### src/rtl/pkt_fifo_drop_if.sv
// Packet stream bundle for pkt_fifo_drop: source-side words in, consumer-side words out,
// plus the committed/dropped packet counters.
interface pkt_fifo_drop_if #(
    parameter int DW    = 16,
    parameter int CNT_W = 16
);
    logic [DW-1:0]    din;
    logic             din_vld;
    logic             din_sop;
    logic             din_eop;
    logic             din_err;
    logic [DW-1:0]    dout;
    logic             dout_vld;
    logic             dout_sop;
    logic             dout_eop;
    logic             dout_rdy;
    logic [CNT_W-1:0] drop_cnt;
    logic [CNT_W-1:0] pkt_cnt;

    modport master (
        output din, din_vld, din_sop, din_eop, din_err, dout_rdy,
        input  dout, dout_vld, dout_sop, dout_eop, drop_cnt, pkt_cnt
    );

    modport slave (
        input  din, din_vld, din_sop, din_eop, din_err, dout_rdy,
        output dout, dout_vld, dout_sop, dout_eop, drop_cnt, pkt_cnt
    );
endinterface

### src/rtl/pkt_fifo_drop.sv
// Store-and-forward packet FIFO: packets become visible to the reader only once their eop
// word is accepted as good; bad, aborted or overflowing packets are rewound away.
module pkt_fifo_drop #(
    parameter int DW     = 16,
    parameter int AW     = 6,
    parameter int CHK_EN = 1,
    parameter int CNT_W  = 16
) (
    input  logic          clk,
    input  logic          rst_n,
    pkt_fifo_drop_if.slave bus
);
    localparam int             DEPTH   = 2 ** AW;
    localparam logic [AW:0]    DEPTH_P = {1'b1, {AW{1'b0}}};
    localparam logic [CNT_W-1:0] CNT_MAX = '1;

    typedef enum logic [1:0] {IDLE, RECV, DISCARD} wr_state_t;

    wr_state_t        state_reg, state_next;
    logic [AW:0]      wr_ptr_reg, wr_ptr_next;
    logic [AW:0]      cm_ptr_reg, cm_ptr_next;
    logic [AW:0]      rd_ptr_reg;
    logic [DW-1:0]    sum_reg, sum_next;
    logic [CNT_W-1:0] drop_cnt_reg, pkt_cnt_reg;
    logic [CNT_W:0]   drop_sum, pkt_sum;
    logic [1:0]       drop_inc;
    logic             pkt_inc;

    logic [DW+1:0]    mem [DEPTH];
    logic [DW+1:0]    ram_q;
    logic             rq_vld_reg;
    logic [DW-1:0]    dout_reg;
    logic             dout_vld_reg, dout_sop_reg, dout_eop_reg;

    logic             pkt_word, space_full, wr_en;
    logic [AW:0]      base_ptr;
    logic [DW-1:0]    sum_base, sum_new;
    logic             out_ready, rd_en;

    // A sop word always restarts at the commit point, so an open packet is implicitly rewound.
    always_comb begin
        state_next  = state_reg;
        wr_ptr_next = wr_ptr_reg;
        cm_ptr_next = cm_ptr_reg;
        sum_next    = sum_reg;
        drop_inc    = 2'd0;
        pkt_inc     = 1'b0;
        wr_en       = 1'b0;
        pkt_word    = bus.din_vld && (bus.din_sop || state_reg == RECV);
        base_ptr    = bus.din_sop ? cm_ptr_reg : wr_ptr_reg;
        sum_base    = bus.din_sop ? '0 : sum_reg;
        sum_new     = sum_base + bus.din;
        space_full  = (base_ptr - rd_ptr_reg) == DEPTH_P;

        if (pkt_word) begin
            if (bus.din_sop && state_reg == RECV) begin
                drop_inc = 2'd1;
            end
            if (space_full) begin
                wr_ptr_next = cm_ptr_reg;
                drop_inc    = drop_inc + 2'd1;
                state_next  = bus.din_eop ? IDLE : DISCARD;
            end else begin
                wr_en = 1'b1;
                if (bus.din_eop) begin
                    state_next = IDLE;
                    if (!bus.din_err && (CHK_EN == 0 || sum_new == '0)) begin
                        wr_ptr_next = base_ptr + 1'b1;
                        cm_ptr_next = base_ptr + 1'b1;
                        pkt_inc     = 1'b1;
                    end else begin
                        wr_ptr_next = cm_ptr_reg;
                        drop_inc    = drop_inc + 2'd1;
                    end
                end else begin
                    wr_ptr_next = base_ptr + 1'b1;
                    sum_next    = sum_new;
                    state_next  = RECV;
                end
            end
        end else if (bus.din_vld && bus.din_eop && state_reg == DISCARD) begin
            state_next = IDLE;
        end
    end

    assign drop_sum = {1'b0, drop_cnt_reg} + (CNT_W + 1)'(drop_inc);
    assign pkt_sum  = {1'b0, pkt_cnt_reg} + (CNT_W + 1)'(pkt_inc);

    // Two-stage read: RAM output register acts as the skid slot behind the output register.
    assign out_ready = !dout_vld_reg || bus.dout_rdy;
    assign rd_en     = (cm_ptr_reg != rd_ptr_reg) && (!rq_vld_reg || out_ready);

    always_ff @(posedge clk) begin
        if (wr_en) begin
            mem[base_ptr[AW-1:0]] <= {bus.din_sop, bus.din_eop, bus.din};
        end
        if (rd_en) begin
            ram_q <= mem[rd_ptr_reg[AW-1:0]];
        end
    end

    always_ff @(posedge clk or negedge rst_n) begin
        if (!rst_n) begin
            state_reg    <= IDLE;
            wr_ptr_reg   <= '0;
            cm_ptr_reg   <= '0;
            rd_ptr_reg   <= '0;
            sum_reg      <= '0;
            drop_cnt_reg <= '0;
            pkt_cnt_reg  <= '0;
            rq_vld_reg   <= 1'b0;
            dout_reg     <= '0;
            dout_vld_reg <= 1'b0;
            dout_sop_reg <= 1'b0;
            dout_eop_reg <= 1'b0;
        end else begin
            state_reg    <= state_next;
            wr_ptr_reg   <= wr_ptr_next;
            cm_ptr_reg   <= cm_ptr_next;
            sum_reg      <= sum_next;
            drop_cnt_reg <= drop_sum[CNT_W] ? CNT_MAX : drop_sum[CNT_W-1:0];
            pkt_cnt_reg  <= pkt_sum[CNT_W] ? CNT_MAX : pkt_sum[CNT_W-1:0];

            if (rd_en) begin
                rd_ptr_reg <= rd_ptr_reg + 1'b1;
                rq_vld_reg <= 1'b1;
            end else if (out_ready) begin
                rq_vld_reg <= 1'b0;
            end

            if (out_ready) begin
                dout_vld_reg <= rq_vld_reg;
                if (rq_vld_reg) begin
                    {dout_sop_reg, dout_eop_reg, dout_reg} <= ram_q;
                end else begin
                    dout_sop_reg <= 1'b0;
                    dout_eop_reg <= 1'b0;
                end
            end
        end
    end

    assign bus.dout     = dout_reg;
    assign bus.dout_vld = dout_vld_reg;
    assign bus.dout_sop = dout_sop_reg;
    assign bus.dout_eop = dout_eop_reg;
    assign bus.drop_cnt = drop_cnt_reg;
    assign bus.pkt_cnt  = pkt_cnt_reg;
endmodule

### src/flat_wrapper.sv
// flat-port wrapper written by rule: the top's interface ports become plain ports
module pkt_fifo_drop_flat 
#(
    parameter int DW     = 16,
    parameter int AW     = 6,
    parameter int CHK_EN = 1,
    parameter int CNT_W  = 16
)
  (clk, rst_n, bus_din, bus_din_vld, bus_din_sop, bus_din_eop, bus_din_err, bus_dout_rdy, bus_dout, bus_dout_vld, bus_dout_sop, bus_dout_eop, bus_drop_cnt, bus_pkt_cnt);
  pkt_fifo_drop_if #(.DW(DW), .CNT_W(CNT_W)) bus_i ();
  input  logic clk;
  input  logic rst_n;
  input wire logic [$bits(bus_i.din)-1:0] bus_din;
  input wire logic [$bits(bus_i.din_vld)-1:0] bus_din_vld;
  input wire logic [$bits(bus_i.din_sop)-1:0] bus_din_sop;
  input wire logic [$bits(bus_i.din_eop)-1:0] bus_din_eop;
  input wire logic [$bits(bus_i.din_err)-1:0] bus_din_err;
  input wire logic [$bits(bus_i.dout_rdy)-1:0] bus_dout_rdy;
  output wire logic [$bits(bus_i.dout)-1:0] bus_dout;
  output wire logic [$bits(bus_i.dout_vld)-1:0] bus_dout_vld;
  output wire logic [$bits(bus_i.dout_sop)-1:0] bus_dout_sop;
  output wire logic [$bits(bus_i.dout_eop)-1:0] bus_dout_eop;
  output wire logic [$bits(bus_i.drop_cnt)-1:0] bus_drop_cnt;
  output wire logic [$bits(bus_i.pkt_cnt)-1:0] bus_pkt_cnt;
  assign bus_i.din = bus_din;
  assign bus_i.din_vld = bus_din_vld;
  assign bus_i.din_sop = bus_din_sop;
  assign bus_i.din_eop = bus_din_eop;
  assign bus_i.din_err = bus_din_err;
  assign bus_i.dout_rdy = bus_dout_rdy;
  assign bus_dout = bus_i.dout;
  assign bus_dout_vld = bus_i.dout_vld;
  assign bus_dout_sop = bus_i.dout_sop;
  assign bus_dout_eop = bus_i.dout_eop;
  assign bus_drop_cnt = bus_i.drop_cnt;
  assign bus_pkt_cnt = bus_i.pkt_cnt;
  pkt_fifo_drop #(.DW(DW), .AW(AW), .CHK_EN(CHK_EN), .CNT_W(CNT_W)) u_core (.clk(clk), .rst_n(rst_n), .bus(bus_i));
endmodule
### config.mk
export PLATFORM = sky130hd
export DESIGN_NAME = pkt_fifo_drop_flat
export DESIGN_NICKNAME = d
export VERILOG_FILES = /design/src/rtl/pkt_fifo_drop_if.sv /design/src/rtl/pkt_fifo_drop.sv /design/src/flat_wrapper.sv
export SDC_FILE = /design/constraint.sdc
export NUM_CORES = 1
export LEC_CHECK = 0
export CORE_MARGIN = 2
export CORE_UTILIZATION = 40
export CTS_BUF_LIST = sky130_fd_sc_hd__clkbuf_16
export DETAILED_ROUTE_END_ITERATION = 12
export SLEW_MARGIN = 10
export SYNTH_ARGS = -nofsm -noshare
export SYNTH_HDL_FRONTEND = slang
export SYNTH_SLANG_ARGS = --single-unit
### constraint.sdc
create_clock -name clk -period 5.2 [get_ports clk]
set_clock_uncertainty 0.2 [all_clocks]
set_input_delay 1.04 -clock clk [delete_from_list [all_inputs] [get_ports clk]]
set_output_delay 1.04 -clock clk [all_outputs]
set_load 0.005 [all_outputs]
==> metrics.cfg <==
[power]
power_frac_seq=0.397
cellLeakagePower_nw=19.57
p_per_area_mw_per_mm2=495.6
switchingPower_w=0.008504
p_clk_frac=0.320
vdd_drop_max_mv=0.5415
combPwrFrac=0.283
internal-power_w=0.02107
p_sw_frac=0.2875

[worst_setup_path]
critical_path_required_ns=5.62
reg2reg_depth=22
rr_endpoint=u_core.bus.drop_cnt[15]$_DFF_PN0_
cp-startpoint=bus_din_sop
path_common_cell=buf_4
r2r_start=u_core.sum_reg[0]$_DFFE_PN0P_
cp_max_fo=10
crit_slowest_cell=mux2_2
r2r_slack_ns=0.26
cp-end-kind=flip-flop
critPathKind=in2reg
crit_arrival_ns=5.49
cp_slowest_stage_delay_ns=0.34
worstPathCellList=buf_4, buf_6, nor2b_1, ha_1, buf_4, o211ai_1, o21bai_2, a31oi_2, mux2i_1, nand2_1, nor3_1, o2111ai_2, ha_1, a21oi_1, a211oi_1, buf_4, ha_2, a21oi_1, nor3b_2, and3_4, nand3_2, nor2_2, mux2_2
cp-endpoint=u_core.bus.drop_cnt[15]$_DFF_PN0_
critPathLaunchType=input pin

[timing]
post-route-min-period_ns=5.071
drv_slew=0
relSlewSlack=0.1181
setup_ws_ns=0.1288
rsz0062_at_grt=yes
whs_ns=0.2325
worst_pin_slew_ns=1.323
setup_violations=0
fmax_mhz=197.2
fin_crit_sh=0.9752
finalHoldViolCount=0

[logic_synthesis]
yosys_warnings=0
yosysUniqueCellTypes=68
yosysSeqAreaShare=0.7468
synth_nets=2380
synth-edff-count=1170
avgSynthCellArea_um2=21.53
synth-seq-cells=1261
syn_area_mm2=0.05010
async_reset_ff_frac=0.07216
synthFlopType=edfxtp_1
synth_cells=2327

[global_routing]
grtUsageMet2=0.3213
grt_usage=0.1995
grt_overflow=0
use_met1=0.2798
busiest_layer=met2
grt_pass1_wl_mm=181.0
use_met3=0.04092
grt_max_degree=154
grt_pass1_vias=25496
grt_antenna_before_repair=12

[floorplan]
ios=74
die_x_um=357.9
initial_core_util=0.4041
core_mm2=0.1240
die_h_um=357.9
dieArea_mm2=0.1281
rows=129

[layout]
fin_area_mm2=0.05967
layout-drive-gt1-share=0.3545
largest_register_ffs=1152
post-route-util=0.4814
area_growth_pct=19.11
n_fill_cell=10001
final_cells=4401
final_nets=2709

[drt]
postRouteAntennaNets=0
wl_per_cell_um=28.63
drt-total-wl_mm=126.0
drt-vias-per-instance=5.651
drt_iter0_drc=2791
drc=0
firstDrtPassIters=5
num_vias=24871

[placement]
gp_congestion=0.8232
place_area_mm2=0.05514
dp_hpwl_mm=75.11
io_buffers=73
place_ws_ns=-0.6748
place_inst=4151

[run_status]
status=complete, no violations

[clocking]
clock-root-buffer=clkbuf_16
cts.clk_slew.worst_paths_ns=0.06
cts.sinks=1261
h-tree-depth=4
clockBufferDepth=3
cts_buffers=133
cts_tree=built
clk_latency_ns=0.75
postCtsHoldBufs=0

[job]
drv_cap=0

[min_path]
min_path_type=in2async

how the worst min path moves through the flow:
stage / from / endpoint / slack [ns] / cells after the start
2_1_floorplan: u_core.sum_reg[2]$_DFFE_PN0P_ / u_core.sum_reg[2]$_DFFE_PN0P_ / 0.24 / 2
3_3_place_gp: u_core.ram_q[15]$_DFFE_PP_ / u_core.bus.dout[15]$_DFFE_PN0P_ / 0.27 / 1
3_5_place_dp: u_core.ram_q[5]$_DFFE_PP_ / u_core.bus.dout[5]$_DFFE_PN0P_ / 0.27 / 1
4_1_cts: rst_n / u_core.sum_reg[8]$_DFFE_PN0P_ / 0.23 / 1
5_1_grt: rst_n / u_core.bus.pkt_cnt[1]$_DFF_PN0_ / 0.29 / 1
6_report: rst_n / u_core.bus.pkt_cnt[1]$_DFF_PN0_ / 0.23 / 1
stage by stage:
| step | TNS (ns) | total power [W] |
|---|---|---|
| final | 0 | 0.02957 |
| after global routing | -0.6441 | 0.03068 |
| after CTS | 0 | 0.02989 |
| after detailed placement | -18.00 | 0.02040 |
| after global placement | -13.54 | 0.02032 |
| after floorplan | -3.873 | 0.01719 |
power by group through the flow:
stage	clock [W]	sequential, W	combinational (W)
floorplan	0	0.0118	0.00536
global placement	0	0.0119	0.00839
detailed placement	0	0.0119	0.00846
CTS	0.00966	0.0117	0.00849
global route	0.0101	0.0118	0.00885
finish	0.00947	0.0117	0.00837
layout by cell type (no fill, tap or decap), types with 10 or more instances in the layout:
| cell | n |
|---|---|
| mux2_2 | 34 |
| o21ai_0 | 20 |
| nor2b_1 | 22 |
| xor2_1 | 19 |
| nand2_1 | 78 |
| buf_12 | 65 |
| mux4_2 | 378 |
| clkbuf_16 | 134 |
| or3_1 | 10 |
| xnor2_1 | 29 |
| nor2_1 | 36 |
| edfxtp_1 | 1170 |
| buf_4 | 169 |
| buf_2 | 17 |
| nand3_1 | 24 |
| nor2_2 | 68 |
| a21oi_1 | 22 |
| clkinv_1 | 23 |
| mux2i_1 | 13 |
| inv_1 | 51 |
| ha_1 | 24 |
| clkinv_2 | 23 |
| dfrtp_1 | 88 |
| nand2b_1 | 10 |
| bufinv_16 | 16 |
| clkdlybuf4s50_1 | 54 |
Yosys cell counts, types with 2 or more instances:
library cell | n | area [um^2]
mux2_2 | 34 | 382.9
a31o_2 | 5 | 43.79
nor2b_1 | 23 | 143.9
edfxtp_1 | 1170 | 35130
buf_4 | 2 | 15.01
o22ai_1 | 2 | 12.51
nor2_1 | 106 | 397.9
o21a_1 | 5 | 37.54
buf_2 | 3 | 15.01
nand2_1 | 79 | 296.5
o221ai_1 | 4 | 35.03
nor3b_1 | 3 | 22.52
mux4_2 | 378 | 8513
inv_1 | 27 | 101.4
buf_1 | 29 | 108.9
xor2_1 | 20 | 175.2
o2111ai_1 | 4 | 35.03
nand4_1 | 9 | 56.30
and3_1 | 14 | 87.58
and4_1 | 2 | 17.52
ha_1 | 28 | 350.3
clkbuf_1 | 76 | 285.3
nand3b_1 | 4 | 30.03
mux2i_1 | 13 | 130.1
nand2b_1 | 10 | 62.56
or3_1 | 10 | 62.56
xnor2_1 | 29 | 254.0
o221ai_2 | 2 | 30.03
a211o_1 | 3 | 26.28
a21o_1 | 6 | 45.04
nor3_1 | 5 | 25.02
and2_1 | 5 | 31.28
a211oi_1 | 4 | 30.03
o21ai_0 | 23 | 115.1
dfrtp_1 | 91 | 2277
fa_1 | 2 | 40.04
or2_2 | 5 | 31.28
a31oi_1 | 7 | 43.79
a21oi_1 | 23 | 115.1
nand3_1 | 29 | 145.1
o211ai_1 | 6 | 45.04
layout make-up:
class                      instances  area, um^2  share of cell area
clock inverter                   107        1050             0.01759
clock buffer                     134        3353             0.05620
timing repair buffer             307        3218             0.05393
multi-input combinational        925       12460              0.2089
tap                             1637        2048             0.03433
inverter                          28       110.1            0.001845
sequential                      1261       37420              0.6272
antenna                            2       5.005          0.00008388
critical path, delay by kind of cell:
kind	cells	cell delay [ns]
buf+inv	4	0.60
fa+ha+maj	3	0.78
mux	2	0.61
simple gates	7	1.23
compound gates	7	1.24
timing repair:
item	4_1_cts	5_1_grt
setup buffers	0	7
endpoints found under the setup margin	0	15
resized for setup	0	17
routing by layer:
metal  vias to the layer above  routed length (um)
li1                      10348                   -
met1                     13454               52470
met2                       922               61540
met3                       139                9522
met4                         8                2440
met5                         -                  46
logic make-up after synthesis:
kind of cell    synth area share
flops                     0.7468
mux                       0.1802
simple gates             0.02990
buf+inv                  0.01116
compound gates           0.01563
xor+xnor                0.008567
fa+ha+maj               0.007793
Power figures use the tool's default switching activity.
